===== src/rtl/sr_pulse_driver.sv =====
// Pulse driver for an external gated SR latch: one command = PULSE_W drive cycles, GUARD_W quiet cycles, one done cycle.
// Optional completed-command counter on op_cnt is enabled by defining SR_DRV_COUNT_EN.
module sr_pulse_driver #(
  parameter int unsigned PULSE_W = 4,
  parameter int unsigned GUARD_W = 2
) (
  input  logic       clk,
  input  logic       rst,
  input  logic       req_valid,
  input  logic [1:0] req_op,
  output logic       req_ready,
  output logic       s,
  output logic       r,
  output logic       en,
  output logic       q_exp,
  output logic       busy,
  output logic       done,
  output logic [7:0] op_cnt
);

  typedef enum logic [1:0] {
    IDLE  = 2'd0,
    PULSE = 2'd1,
    GUARD = 2'd2
  } state_t;

  localparam logic [7:0] PULSE_LAST = 8'(PULSE_W - 1);
  localparam logic [7:0] GUARD_LAST = (GUARD_W == 0) ? 8'd0 : 8'(GUARD_W - 1);

  state_t     r_state;
  logic [7:0] r_cnt;
  logic       r_s;
  logic       r_r;
  logic       r_en;
  logic       r_q;
  logic       r_busy;
  logic       r_done;

  logic       w_accept;
  logic       w_set;
  logic       w_clr;
  logic       w_en_cmd;
  logic       w_pulse_end;
  logic       w_finish;

  // Ready comes straight from the state register, masked so nothing looks acceptable during reset.
  assign req_ready = (r_state == IDLE) && !rst;
  assign w_accept  = req_valid && (r_state == IDLE);

  assign w_pulse_end = (r_state == PULSE) && (r_cnt == PULSE_LAST);
  assign w_finish    = (w_pulse_end && (GUARD_W == 0)) ||
                       ((r_state == GUARD) && (r_cnt == GUARD_LAST));

  // Toggle resolves to set or clear from the current expected latch value.
  always_comb begin
    w_set    = 1'b0;
    w_clr    = 1'b0;
    w_en_cmd = (req_op != 2'b00);
    case (req_op)
      2'b10:   w_set = 1'b1;
      2'b01:   w_clr = 1'b1;
      2'b11: begin
        w_set = !r_q;
        w_clr = r_q;
      end
      default: begin
        w_set = 1'b0;
        w_clr = 1'b0;
      end
    endcase
  end

  always_ff @(posedge clk or posedge rst) begin
    if (rst) begin
      r_state <= IDLE;
      r_cnt   <= 8'd0;
      r_s     <= 1'b0;
      r_r     <= 1'b0;
      r_en    <= 1'b0;
      r_q     <= 1'b0;
      r_busy  <= 1'b0;
      r_done  <= 1'b0;
    end else begin
      r_done <= 1'b0;
      case (r_state)
        IDLE: begin
          if (w_accept) begin
            r_state <= PULSE;
            r_cnt   <= 8'd0;
            r_s     <= w_set;
            r_r     <= w_clr;
            r_en    <= w_en_cmd;
            r_q     <= w_set;
            r_busy  <= 1'b1;
          end
        end
        PULSE: begin
          if (w_pulse_end) begin
            r_s   <= 1'b0;
            r_r   <= 1'b0;
            r_cnt <= 8'd0;
            if (w_finish) begin
              r_state <= IDLE;
              r_busy  <= 1'b0;
              r_done  <= 1'b1;
            end else begin
              r_state <= GUARD;
            end
          end else begin
            r_cnt <= r_cnt + 8'd1;
          end
        end
        GUARD: begin
          if (w_finish) begin
            r_state <= IDLE;
            r_cnt   <= 8'd0;
            r_busy  <= 1'b0;
            r_done  <= 1'b1;
          end else begin
            r_cnt <= r_cnt + 8'd1;
          end
        end
        default: begin
          r_state <= IDLE;
          r_s     <= 1'b0;
          r_r     <= 1'b0;
          r_busy  <= 1'b0;
        end
      endcase
    end
  end

  assign s     = r_s;
  assign r     = r_r;
  assign en    = r_en;
  assign q_exp = r_q;
  assign busy  = r_busy;
  assign done  = r_done;

`ifdef SR_DRV_COUNT_EN
  logic [7:0] r_op_cnt;

  // Counts on the same edge that raises done, so the done cycle already shows the new total.
  always_ff @(posedge clk or posedge rst) begin
    if (rst) begin
      r_op_cnt <= 8'd0;
    end else if (w_finish && (r_op_cnt != 8'hFF)) begin
      r_op_cnt <= r_op_cnt + 8'd1;
    end
  end

  assign op_cnt = r_op_cnt;
`else
  assign op_cnt = 8'd0;
`endif

endmodule


===== config.mk =====
export PLATFORM = sky130hd
export DESIGN_NAME = sr_pulse_driver
export DESIGN_NICKNAME = d
export VERILOG_FILES = /design/src/rtl/sr_pulse_driver.sv
export SDC_FILE = /design/constraint.sdc
export NUM_CORES = 1
export LEC_CHECK = 0
export CORE_MARGIN = 1.5
export CORE_UTILIZATION = 54
export DETAILED_ROUTE_END_ITERATION = 10
export MAX_ROUTING_LAYER = met4
export PLACE_DENSITY = 0.83
export SLEW_MARGIN = 0
export SYNTH_ARGS = -nofsm -noshare
export SYNTH_HDL_FRONTEND = slang
export SYNTH_SLANG_ARGS = --single-unit
export TNS_END_PERCENT = 30

===== constraint.sdc =====
create_clock -name clk -period 4.95 [get_ports clk]
set_clock_uncertainty 0.05 [all_clocks]
set_input_delay 0.7425 -clock clk [delete_from_list [all_inputs] [get_ports clk]]
set_output_delay 0.7425 -clock clk [all_outputs]
set_load 0.01 [all_outputs]

### Word level (Yosys, flattened, before mapping)

Index checks and enable logic that the tools add are counted.
Widths: inputs -> output; s select.

* add/subtract/negate cells: 1
* eq/ne operators: 10
* mux-type cells: 23
* bitwise operators: 1
* reduce and logical (&&, ||, !) cells: 14

Operator list (number)
* $mux 8: 3
* $pmux 8 s3: 1
* $pmux 1 s3: 3
* $add 8x1->8 const B: 1
* $eq 8x1->1 const B: 1
* $eq 8x2->1 const B: 1
* $mux 1: 8
* $mux 2: 4
* $eq 2x2->1 const B: 3
* $ne 2x2->1 const B: 3
* $pmux 1 s2: 3
* $pmux 2 s3: 1
* $reduce_and 2->1: 3
* $reduce_and 3->1: 2
* $eq 2x1->1 const B: 2
* $logic_and 1x1->1: 4
* $reduce_bool 3->1: 1
* $logic_not 1->1: 2
* $logic_not 2->1: 1
* $reduce_bool 2->1: 1
* $not 1->1: 1

* flip-flop bits (word level): 16
* input port bits: 5
* output and inout bits: 15
* logic and storage cells: 57

### Longest topological paths before layout

* depth in word-level cells: 5
* mapped depth: 8

### Least setup slack after synthesis

No wires, ideal clock.

* kind: flip-flop to flip-flop
* start point: register r_state[0]
* end point: register r_cnt[1]
* arrival: 1.614 ns
* data required time: 4.805 ns
* slack: 3.190 ns
* stages on the path, launching flop included: 8
* buffers on the path: 2
* period minus slack after synthesis: 1.760 ns
* cells stage by stage: dfrtp_1 inv_1 ha_1 nor2b_1 clkbuf_1 or2_2 buf_1 o31ai_1

* cells in the longest elaborated chain, start to end: 4
* elaborated cells on any way between the ends: 12
* classes of those cells: eq/ne: 3; mux: 3; reduce/logical: 6

Ends and longest elaborated chain
* start, declared: RTL line 30 `state_t r_state;`
* start signal, assigned: RTL line 75 `r_state <= IDLE;`
* start signal, assigned: RTL line 88 `r_state <= PULSE;`
* start signal, assigned: RTL line 103 `r_state <= IDLE;`
* $eq 2x2->1 (tied with other cells): RTL line 52, 85
* $logic_and 1x1->1 (on tied branches): RTL line 52, 48, 50
* $mux 8 (tied with other cells): RTL line 114 `if (w_finish) begin`
* $pmux 8 s3 or $reduce_and 2->1 (tied branches)
* end signal, assigned: RTL line 110 `r_cnt <= r_cnt + 8'd1;`
* end signal, assigned: RTL line 120 `r_cnt <= r_cnt + 8'd1;`
* end, declared: RTL line 31 `logic [7:0] r_cnt;`

Several ways; a longest one is shown, not always the timed one.
A chain may end at the register's enable or synchronous reset.

### Final worst setup path

* start point: input port rst
* end point: output port req_ready

* cells in the longest elaborated chain, start to end: 2

Ends and longest elaborated chain
* start, declared: RTL line 8 `input logic rst,`
* $logic_not 1->1 (no source line)
* $logic_and 1x1->1: RTL line 47 `assign req_ready = (r_state == IDLE) && !rst;`
* end, declared: RTL line 11 `output logic req_ready,`

No other way between the ends.

==> results by group <==
Yosys
  • Synth Register Bits: 16
  • Syn Inst Count: 108
  • Post-synth EDFFs: 0
  • Netlist cell types: 38
  • Avg Inst Size Synth: 9.37 um2
  • Register area share after synthesis: 39.6%
  • Post-Syn Area: 1010 um2
  • Yosys warns: 0
  • Ys flop type: dfrtp_1
  • Post-synth ARST share: 100%

Clock network
  • Clk sinks: 16
  • Post-CTS repair timing setup buffer count: 0
  • CTS tree: yes
  • Post-CTS resize count: 0
  • CTS hold repair buffers: 0
  • Max Buffers Root-to-Sink: 2
  • H-tree depth: 1
  • Root buf cell: clkbuf_4
  • Inserted Clock Buffers: 3
  • Clk slew on worst S/H paths: 0.09 ns
  • Worst skew pair latency: 0.29 ns

Floorplanning
  • CORE AREA: 1750 um2
  • Die footprint: 2140 um2
  • Die Span X: 46.3 um
  • Site Rows: 15
  • Initial core utilization: 58.0%
  • Boundary pin count: 20
  • Die Y: 46.3 um

Timing
  • Final Cycle Share: 52.5%
  • Worst-Margin Slew: 1.05 ns
  • Fin. max-slew vios: 0
  • Setup violators final: 0
  • Slew HR: 29.4%
  • Fmax: 0.385 GHz
  • Final-report hold violation count: 0
  • Setup TNS: 0 ns
  • Final min period: 2.60 ns
  • RSZ-0062 raised after global routing: false
  • Hold_ws: 0.442 ns

Critical path
  • Worst Path Max Fanout: 2
  • Startpoint types: input port
  • CP Data Arrival Time: 1.80 ns
  • Critical Path RT: 4.16 ns
  • Critical path type: input port to primary output
  • Setup crit end kind: primary output

Global route
  • Vias in the first global route: 742
  • Largest net degree at the start of global routing: 17
  • Initial antenna violation count: 0
  • Global route overflow: 0
  • Tot GR Track Use: 21.1%
  • First-pass GRT wire length: 3.02 mm

Drt
  • Final wirelength: 1.78 mm
  • Via count: 811
  • DR WL/cell: 12.4 um
  • Antenna-violating nets left: 0
  • Drt first pass iters: 4
  • Iter 0 DRT Violations: 10
  • Avg Vias per Cell: 5.67
  • DRC Markers: 0

Placement
  • Hpwl dp: 1.34 mm
  • Gpl congestion: 0.886
  • DP Cell Count: 140
  • Placed Area: 1100 um2
  • Buffers on Ports: 11

Final layout
  • Design Area, Final: 1120 um2
  • Fin nets: 131
  • Final non-filler cell total: 143
  • Synthesis-to-layout area growth: 11.0%
  • Antenna Cells: 0
  • Fill cells: 156
  • Share of cells above drive strength 1: 7.63%

Power
  • Leak: 0.487 nW
  • Max VDD drop: 0.283 mV
  • PD cells: 446 nW/um2

Hold path
  • Worst Hold Class: register to register

Status
  • Outcome: finished, final reports clean

Job
  • Maxcap violations: 0
## where the power goes
group	internal [mW]	total [mW]	switching, mW
logic	0.104	0.250	0.146
registers	0.161	0.183	0.0222
clock network	0.0283	0.0690	0.0407
## synthesized netlist by cell type (2+ instances only)
cell type   n  area (um2)
dfrtp_1    16         400
nand2_1    14        52.6
buf_4       8        60.1
inv_1       7        26.3
ha_1        6        75.1
nor2_1      5        18.8
nand3_1     4        20.0
o31ai_1     4        30.0
a21oi_1     3        15.0
nand4_1     3        18.8
nor4_1      3        18.8
o21ai_0     3        15.0
xnor2_1     3        26.3
nor2b_1     2        12.5
o2111ai_1   2        17.5
o211ai_1    2        15.0
o311ai_1    2        17.5
## worst max-delay path, cell delays in order
cell and delay, ns:
clkdlybuf4s50_1 0.42, nor2b_1 0.11, clkdlybuf4s50_1 0.54
## path summary, 6_finish.rpt
kind                                 start   endpoint  slack, ns  cells past startpoint
worst max-delay path                   rst  req_ready       2.35                      3
max in group asynchronous              rst   r_cnt[3]       3.67                      2
worst min-delay path                    en         en       0.44                      2
worst max register to register  r_state[1]   r_cnt[2]       2.63                      6
worst min register to register          en         en       0.44                      2
min in group asynchronous              rst          s       0.79                      2
## kinds of logic after synthesis
| group | count (synthesis) | share of synthesized area (%) |
|---|---|---|
| flops | 16 | 39.6 |
| simple gates | 41 | 22.9 |
| xor+xnor | 3 | 2.60 |
| fa+ha+maj | 6 | 7.42 |
| buf+inv | 18 | 10.4 |
| compound gates | 23 | 16.8 |
| other cells | 1 | 0.370 |
## area by class of cell
class | count | area [um2] | share of cell area, %
Sequential cell | 16 | 400 | 35.6
Timing Repair Buffer | 11 | 110 | 9.80
Clock buffer | 3 | 22.5 | 2.00
Tap cell | 25 | 31.3 | 2.78
Inverter | 7 | 26.3 | 2.34
Multi-Input combinational cell | 81 | 533 | 47.4
## cells in the final DEF, fill, tap and decap left out, types with 2 or more instances in the layout
cell,count
a21oi_1,3
clkbuf_4,3
clkdlybuf4s50_1,11
conb_1,8
dfrtp_1,16
ha_1,6
inv_1,7
nand2_1,14
nand3_1,4
nand4_1,3
nor2_1,5
nor2b_1,2
nor4_1,3
o2111ai_1,2
o211ai_1,2
o21ai_0,3
o311ai_1,2
o31ai_1,4
xnor2_1,3
## registers in the layout, indices dropped and copies added (netlist names)
signal / flops
done: 1
r: 1
r_state: 2
r_cnt: 8
q_exp: 1
busy: 1
s: 1
en: 1
## stage by stage
step	utilization (%)	setup WS, ns	total power [mW]
6_report	64.4	2.35	0.501
2_1_floorplan	-	3.19	0.367
4_1_cts	64.4	2.35	0.503
3_3_place_gp	63.1	2.36	0.427
5_1_grt	64.4	2.22	0.543
3_5_place_dp	63.1	2.35	0.434
## per-layer routing
| layer | wire, um | GRT usage [%] | vias to the layer above |
|---|---|---|---|
| li1 | - | - | 395 |
| met1 | 836 | 24.6 | 376 |
| met2 | 802 | 32.2 | 36 |
| met3 | 99 | 4.71 | 4 |
| met4 | 40 | 13.7 | 0 |
| met5 | 0 | - | - |
Note: power is estimated with default switching activity, not from simulation.
